===== config.mk =====
export PLATFORM = sky130hd
export DESIGN_NAME = corona_stream_gen
export DESIGN_NICKNAME = d
export VERILOG_FILES = /design/src/rtl/corona_stream_gen.sv
export SDC_FILE = /design/constraint.sdc
export NUM_CORES = 1
export LEC_CHECK = 0
export ABC_AREA = 1
export BUFFER_PORTS_ARGS = -buffer_cell sky130_fd_sc_hd__buf_4
export CAP_MARGIN = 20
export CORE_ASPECT_RATIO = 1.1
export CORE_MARGIN = 2
export CORE_UTILIZATION = 60
export DETAILED_ROUTE_END_ITERATION = 16
export PLACE_DENSITY_LB_ADDON = 0.12
export SLEW_MARGIN = 10
export SYNTH_ARGS = -nofsm -noshare
export SYNTH_HDL_FRONTEND = slang
export SYNTH_SLANG_ARGS = --single-unit

===== constraint.sdc =====
create_clock -name clk -period 2.6 [get_ports clk]
set_input_delay 0.52 -clock clk [delete_from_list [all_inputs] [get_ports clk]]
set_output_delay 0.52 -clock clk [all_outputs]
set_load 0.005 [all_outputs]

===== src/rtl/corona_stream_gen.sv =====
// CORONA stimulus transmitter: pseudo-random filler letters with the keyword "CORONA"
// inserted NUM_WORDS times, presented on a ready/valid character stream.
module corona_stream_gen #(
   parameter int         GAP_LEN   = 5,
   parameter int         NUM_WORDS = 3,
   parameter logic [6:0] LFSR_SEED = 7'h5A
) (
   input  logic       clk,
   input  logic       rst,
   input  logic       start,
   input  logic       ready,
   output logic [6:0] char_out,
   output logic       char_valid,
   output logic       word_end,
   output logic       busy,
   output logic       done
);

   localparam int GW = (GAP_LEN > 1) ? $clog2(GAP_LEN) : 1;
   localparam int WW = (NUM_WORDS > 1) ? $clog2(NUM_WORDS) : 1;
   localparam logic [GW-1:0] GAP_LAST  = GW'((GAP_LEN > 0) ? GAP_LEN - 1 : 0);
   localparam logic [WW-1:0] WORD_LAST = WW'(NUM_WORDS - 1);

   typedef enum logic [1:0] {IDLE, FILL, WORD, DONE} state_t;

   state_t          state_reg;
   logic [6:0]      lfsr_reg;
   logic [6:0]      lfsr_next;
   logic [GW-1:0]   gap_cnt_reg;
   logic [WW-1:0]   word_cnt_reg;
   logic [2:0]      kw_idx_reg;
   logic [6:0]      char_reg;
   logic            valid_reg;
   logic            word_end_reg;
   logic            busy_reg;
   logic            done_reg;

   // 'C' is swapped for 'X' so filler can never begin or extend a false keyword match.
   function automatic logic [6:0] filler_char(input logic [6:0] l);
      logic [4:0] v;
      logic [6:0] c;
      v = l[4:0];
      if (v >= 5'd26)
         v = v - 5'd26;
      c = 7'h41 + {2'b00, v};
      if (c == 7'h43)
         c = 7'h58;
      return c;
   endfunction

   function automatic logic [6:0] kw_char(input logic [2:0] idx);
      case (idx)
         3'd0:    return 7'h43;
         3'd1:    return 7'h4F;
         3'd2:    return 7'h52;
         3'd3:    return 7'h4F;
         3'd4:    return 7'h4E;
         default: return 7'h41;
      endcase
   endfunction

   // Fibonacci LFSR, taps for x^7 + x^6 + 1
   assign lfsr_next = {lfsr_reg[5:0], lfsr_reg[6] ^ lfsr_reg[5]};

   always_ff @(posedge clk) begin
      if (rst) begin
         state_reg    <= IDLE;
         lfsr_reg     <= LFSR_SEED;
         gap_cnt_reg  <= '0;
         word_cnt_reg <= '0;
         kw_idx_reg   <= '0;
         char_reg     <= '0;
         valid_reg    <= 1'b0;
         word_end_reg <= 1'b0;
         busy_reg     <= 1'b0;
         done_reg     <= 1'b0;
      end else begin
         done_reg <= 1'b0;
         case (state_reg)
            IDLE: begin
               if (start) begin
                  valid_reg    <= 1'b1;
                  busy_reg     <= 1'b1;
                  word_cnt_reg <= '0;
                  gap_cnt_reg  <= '0;
                  kw_idx_reg   <= '0;
                  word_end_reg <= 1'b0;
                  if (GAP_LEN > 0) begin
                     state_reg <= FILL;
                     char_reg  <= filler_char(lfsr_reg);
                  end else begin
                     state_reg <= WORD;
                     char_reg  <= kw_char(3'd0);
                  end
               end
            end
            FILL: begin
               if (ready) begin
                  lfsr_reg <= lfsr_next;
                  if (gap_cnt_reg == GAP_LAST) begin
                     state_reg  <= WORD;
                     kw_idx_reg <= '0;
                     char_reg   <= kw_char(3'd0);
                  end else begin
                     gap_cnt_reg <= gap_cnt_reg + 1'b1;
                     char_reg    <= filler_char(lfsr_next);
                  end
               end
            end
            WORD: begin
               if (ready) begin
                  if (kw_idx_reg == 3'd5) begin
                     word_end_reg <= 1'b0;
                     kw_idx_reg   <= '0;
                     gap_cnt_reg  <= '0;
                     if (word_cnt_reg == WORD_LAST) begin
                        state_reg <= DONE;
                        char_reg  <= '0;
                        valid_reg <= 1'b0;
                        busy_reg  <= 1'b0;
                        done_reg  <= 1'b1;
                     end else begin
                        word_cnt_reg <= word_cnt_reg + 1'b1;
                        if (GAP_LEN > 0) begin
                           state_reg <= FILL;
                           char_reg  <= filler_char(lfsr_reg);
                        end else begin
                           char_reg <= kw_char(3'd0);
                        end
                     end
                  end else begin
                     kw_idx_reg   <= kw_idx_reg + 1'b1;
                     char_reg     <= kw_char(kw_idx_reg + 1'b1);
                     word_end_reg <= (kw_idx_reg == 3'd4);
                  end
               end
            end
            default: begin
               state_reg <= IDLE;
            end
         endcase
      end
   end

   assign char_out   = char_reg;
   assign char_valid = valid_reg;
   assign word_end   = word_end_reg;
   assign busy       = busy_reg;
   assign done       = done_reg;

endmodule


==> results.md, run 1 <==
* Layout cell share with drive strength beyond 1 at 21.27%
* Clk buf depth at 2
* GPL Wtd Cong at 0.9211
* Placed Instance Area at 0.002262 mm²
* Die height at 66.54 µm
* Biggest area consumer among synthesized cells: dfxtp_1
* Seq/Total Area, Yosys at 25.34%
* Critical Path RT at 2840 ps
* Die area at 0.004049 mm²
* Synthesized area per cell at 7.087 µm²
* Clk sink count at 27
* Post-Syn Nets at 323
* HP Start: rst
* Status: completed
* Syn. warnings at 0
* Setup TNS at 0 ps
* DRT antenna net count at 0
* Kind of critical path: reg2reg
* Type of the tightest min-delay check: in2reg
* Final core occ at 68.29%
* Vias at 1962
* Post-synth ARST share at 0%
* Max-Slew Margin vs Limit at 64.19%
* Hold Fails Final Rpt at 0
* Commonest cells post-synth: nand2_1 (47), inv_1 (34), dfxtp_1 (27)
* Worst r2r src: lfsr_reg[1]
* Largest net degree at the start of global routing at 19
* CP endpoint kind: flip-flop
* Max VDD drop at 0.8072 mV
* Core Area at 0.003358 mm²
* CTS tree: done
* Worst-margin pin slew at 533.1 ps
* Final min period at 2373 ps
* Seq cells post-synth at 27
* Clk slew on worst S/H paths at 150 ps
* Max H-tree Level at 1
* Final WL at 4541 µm
* Worst Setup Start Kind: flip-flop
* R2r endpoint: char_out[0]
* Leak at 1.067 nW
* Fmax at 421.5 MHz
* Area of the mapped netlist at 0.002133 mm²
* Worst Reg-to-Reg Cells at 17
* Row count at 22
* Vias in the first global route at 1866
* # port buffers at 14
* Synth top area share at 25.34%
* GRT overflow at 0
* Cell variety after synth at 40
* Final Setup Violations at 0
* P per Cell Area at 1069 mW/mm²
* Largest cells by area after synthesis: dfxtp_1 (25%), ha_1 (11%), nand2_1 (8.3%)
* Worst Skew at 13.16 ps
* Worst Path Max Fanout at 8
* Total GRT Usage at 24.64%
* Mapped Cells at 301
* Fin crit share at 91.26%
* Area growth, synth to finish at 7.507%
* WP data arrival at 2610 ps
* Effective utilization at floorplan at 63.52%
* Via/cell ratio at 5.405
* Hold Crit Endpoint: word_cnt_reg[1]
* Initial antenna violation count at 0
* I/O Pins at 15
* Max_cap viols at 0
* Most frequent cell after synthesis: nand2_1
* Clk_lat worst skew at 330 ps
* Die W at 60.86 µm
* Cell Count, Final, Fillers Out at 363
* Setup slack, reg-to-reg at 230 ps
* Inserted Clock Buffers at 3
* First-pass GRT wire length at 7776 µm
* Antenna cells at 0
* Main synth FF type: dfxtp_1
* # DRC at 0
* Crit path setup slack, layout at 227.4 ps
* Post-route cell area at 0.002293 mm²
* Post-layout nets at 338
* Setup WS pre-CTS at 84.97 ps
* First-pass DRT Iterations at 4
* CTS root buf: clkbuf_4
* Post-synth EDFFs at 0
* Final Max Slew Viols at 0
* Detailed placement HPWL at 3629 µm
* Cts-stage hold buffer count at 0
* WL per Instance at 12.51 µm
* WHS Path Cells at 2
* RSZ-0062 raised after global routing: false
* Initial DRC Count at 146
* # placed instances at 359
-- per-stage QoR --
stage,hold WS (ps),total power [mW]
6_report,409.2,2.451
5_1_grt,414.3,2.701
4_1_cts,409.3,2.440
3_5_place_dp,459.8,2.255
3_3_place_gp,458.2,2.226
2_1_floorplan,431.6,1.894
-- critical path: stages (launching register included) --
cell      delay (ps)
dfxtp_4          420
inv_1            100
ha_1             200
nand2_1          110
inv_2             60
nand3_2           70
nand2_4           70
nand3_1          100
nand2_2           90
ha_1             230
inv_1             60
nand3_1          120
a21boi_2         170
nand2_2           90
o21bai_1         190
nand2_1           80
nand2_1           80
a21oi_2           50
-- worst max path at each step --
stage	from	to	cells after the start
final	lfsr_reg[1]	char_out[0]	17
after global placement	lfsr_reg[1]	char_out[1]	17
after floorplan	lfsr_reg[1]	char_out[1]	17
after global routing	lfsr_reg[1]	char_out[1]	17
after detailed placement	lfsr_reg[1]	char_out[0]	17
after CTS	lfsr_reg[1]	char_out[0]	17
-- power breakdown --
group / internal, mW / leakage [nW] / switching (mW) / total (mW)
combinational: 0.600 / 0.831 / 1.01 / 1.61
sequential: 0.542 / 0.222 / 0.113 / 0.654
clock: 0.0601 / 0.0150 / 0.126 / 0.186
total: 1.20 / 1.07 / 1.25 / 2.45
-- cell type report --
cell class / count / area, µm²
tap: 48 / 60.06
multi-input combinational: 225 / 1376
inverter: 42 / 157.7
fill: 310 / 1065
timing repair buffer: 17 / 127.6
sequential: 27 / 545.5
clock buffer: 4 / 26.28
-- per-layer routing --
metal  GRT usage (%)  share of wire [%]
met3           3.107                3.3
met2           43.28                 49
met4           8.152                1.6
met1           30.40                 46
met5               0                  0
-- kinds of logic after synthesis --
family | share of synthesized area (%)
AND/OR/NAND/NOR | 34.49
AO/OA/AOI/OAI | 19.47
buffers and inverters | 10.15
flip-flops | 25.34
adder cells (fa/ha/maj) | 10.56
-- timing repair --
item	in CTS	in global routing
gates resized for setup	0	4
setup buffers	0	0
setup endpoints to repair	0	4
-- placed cells by master (no fill, tap or decap), drive strengths merged, types with 3 or more instances in the layout --
| master | instances |
|---|---|
| a211oi | 4 |
| a21oi | 26 |
| a31oi | 3 |
| and2 | 3 |
| buf | 17 |
| clkbuf | 4 |
| dfxtp | 27 |
| ha | 18 |
| inv | 42 |
| nand2 | 63 |
| nand3 | 25 |
| nand4 | 6 |
| nor2 | 25 |
| nor3 | 11 |
| o211ai | 5 |
| o21ai | 23 |
| o21bai | 4 |
(Power assumes the default switching activity.)
==> run 2, diff against run 1 <==
Settings changed: BUFFER_PORTS_ARGS -buffer_cell sky130_fd_sc_hd__buf_4 to -buffer_cell sky130_fd_sc_hd__buf_2, HOLD_SLACK_MARGIN from default to 0.12.
==> run 2 against run 1 <==
Net effect: total power fell by 2.0%; die area unchanged; largest power group unchanged; fmax increased by 0.80%; global-route usage increased by 0.40 points; sequential cell count unchanged; highest routed layer unchanged; via count rose by 0.36%; sequential power about the same.
==> results.md, run 2 (synthesized netlist as in run 1, its figures left out) <==
* Status: completed
* GPL Wtd Cong at 0.8935 (-3.0%)
* WL met2 at 2130 µm (-4.3%)
* First-pass DRT Iterations at 4 (unchanged)
* RSZ-0062 raised after global routing: false
* Combinational power share at 65.1% (-0.6 points)
* Worst Setup Start Kind: flip-flop
* Flop pwr share at 27.1% (+0.4 points)
* CP endpoint kind: flip-flop
* Final min period at 2354 ps (-18.71 ps)
* Max VDD drop at 0.7476 mV (-7.4%)
* Via/cell ratio at 5.439 (+0.63%)
* Clk buf depth at 2 (unchanged)
* Max H-tree Level at 1 (unchanged)
* Fmax at 424.8 MHz (+0.80%)
* Type of the tightest min-delay check: in2reg
* Hold Crit Endpoint: busy
* R2r endpoint: char_out[1]
* Initial antenna violation count at 0 (unchanged)
* Final WL at 4437 µm (-2.3%)
* Buf+Inv Stages, Crit Path at 3 (unchanged)
* Critical Path RT at 2860 ps (+20 ps)
* Vias in the first global route at 1857 (-0.48%)
* Switching share of total power at 51.48% (+0.50 points)
* Leak at 1.058 nW (-0.85%)
* P_sw at 1.237 mW (-1.0%)
* Die height at 66.54 µm (unchanged)
* Layout cell share with drive strength beyond 1 at 21.02% (-0.25 points)
* Die W at 60.86 µm (unchanged)
* Clk_lat worst skew at 340 ps (about the same)
* GRT overflow at 0 (unchanged)
* Worst Path Max Fanout at 7 (-1)
* Inserted Clock Buffers at 3 (unchanged)
* P_int at 1.166 mW (-3.0%)
* Initial DRC Count at 91 (-38%)
* Cell family with most CP delay: simple AND/OR/NAND/NOR gates
* CTS root buf: clkbuf_4
* Area growth, synth to finish at 5.513%
* Clk slew on worst S/H paths at 150 ps (about the same)
* Setup TNS at 0 ps (unchanged)
* Max-Slew Margin vs Limit at 62.02% (-2.2 points)
* I/O Pins at 15 (unchanged)
* # DRC at 0 (unchanged)
* # port buffers at 14 (unchanged)
* Worst Skew at 18.26 ps (+5.101 ps)
* Setup slack, reg-to-reg at 250 ps (+20 ps)
* Top Layer Used: met4
* Core Area at 0.003358 mm² (unchanged)
* Vias at 1969 (+0.36%)
* Largest net degree at the start of global routing at 19 (unchanged)
* Max_cap viols at 0 (unchanged)
* DRT antenna net count at 0 (unchanged)
* Total GRT Usage at 25.04% (+0.40 points)
* Worst r2r src: lfsr_reg[0]
* Effective utilization at floorplan at 63.52% (unchanged)
* WL per Instance at 12.26 µm (-2.0%)
* Post-CTS setup buffer count at 0 (unchanged)
* Row count at 22 (unchanged)
* Worst Reg-to-Reg Cells at 15 (-2)
* CTS tree: done
* Fin crit share at 90.54% (-0.72 points)
* Cell repeated most along the worst path: nand3_1
* Most frequent cells in the layout: nand2_1 (47), inv_1 (33), dfxtp_1 (25), a21oi_1 (23), nor2_1 (23)
* Kind of critical path: reg2reg
* Post-layout nets at 337 (-0.30%)
* WHS Path Cells at 2 (unchanged)
* Clk sink count at 27 (unchanged)
* Die area at 0.004049 mm² (unchanged)
* First-pass GRT wire length at 7741 µm (-0.45%)
* Worst-margin pin slew at 568.9 ps (+35.81 ps)
* HP Start: rst
* Hold Fails Final Rpt at 0 (unchanged)
* Slowest stage delay, CP at 410 ps (about the same)
* Final Setup Violations at 0 (unchanged)
* Worst path cell trace: inv_2 > ha_1 > inv_1 > nand3_1 > nand3_1 > nand2_2 > ha_1 > inv_1 > nand3_1 > a21boi_2 > nand2_2 > o21bai_1 > nand2_1 > nand2_1 > a21oi_2
* P per Cell Area at 1067 mW/mm² (-0.14%)
* Antenna cells at 0 (unchanged)
* Detailed placement HPWL at 3544 µm (-2.3%)
* Leading cell type in the layout, fill and taps excluded: nand2_1
* Clock Power Share at 7.8% (+0.2 points)
* Metal-1 WL at 2105 µm (+0.72%)
* Final Max Slew Viols at 0 (unchanged)
* WP data arrival at 2610 ps (about the same)
* PnR Total Power at 2.402 mW (-2.0%)
* Metal3 WL at 92 µm (-39%)
* Slowest CP cell: dfxtp_2
-- run 2: timing repair --
item	CTS	global route
endpoints found under the setup margin	0	4
gates resized for setup	0	4
hold buffers	0	0
-- run 2: how the worst max path moves through the flow --
stage / from / endpoint / slack [ps] / cells past startpoint
3_5_place_dp: lfsr_reg[1] / char_out[1] / 120 / 17
5_1_grt: lfsr_reg[0] / char_out[0] / 10 / 15
2_1_floorplan: lfsr_reg[1] / char_out[1] / 430 / 17
6_report: lfsr_reg[0] / char_out[1] / 250 / 15
4_1_cts: lfsr_reg[1] / char_out[1] / 110 / 17
3_3_place_gp: lfsr_reg[1] / char_out[1] / 140 / 17
-- run 2: power by group through the flow --
stage                     combinational (mW)  clock (mW)  sequential [mW]
after floorplan                         1.26           0            0.634
after global placement                  1.53           0            0.654
after detailed placement                1.55           0            0.656
after CTS                               1.56       0.191            0.646
after global routing                    1.77       0.206            0.671
final                                   1.56       0.188            0.651
-- run 2: final cells by class --
| class | count | area [µm²] |
|---|---|---|
| Timing Repair Buffer | 16 | 85.08 |
| Clock buffer | 4 | 26.28 |
| Multi-Input combinational cell | 225 | 1376 |
| Sequential cell | 27 | 545.5 |
| Inverter | 42 | 157.7 |
| Fill cell | 337 | 1107 |
| Tap cell | 48 | 60.06 |
-- run 2: per-layer routing --
metal | vias up | global-route usage [%]
met5 | - | 0
met4 | 0 | 10.87
met3 | 8 | 2.913
met2 | 25 | 43.15
met1 | 897 | 30.67
li1 | 1039 | -
-- run 2: metrics by stage --
| step | instances | hold slack (ps) | cell area, µm² | util (%) | worst slack (ps) |
|---|---|---|---|---|---|
| after global routing | 362 | 467.3 | 2251 | 67.03 | 13.23 |
| final | 362 | 452.4 | 2251 | 67.03 | 246.1 |
| after detailed placement | 358 | 456.9 | 2220 | 66.10 | 117.5 |
| after floorplan | 301 | 431.6 | 2133 | - | 429.7 |
| after global placement | 358 | 468.2 | 2220 | 66.10 | 142.4 |
| after CTS | 362 | 454.6 | 2246 | 66.88 | 107.5 |
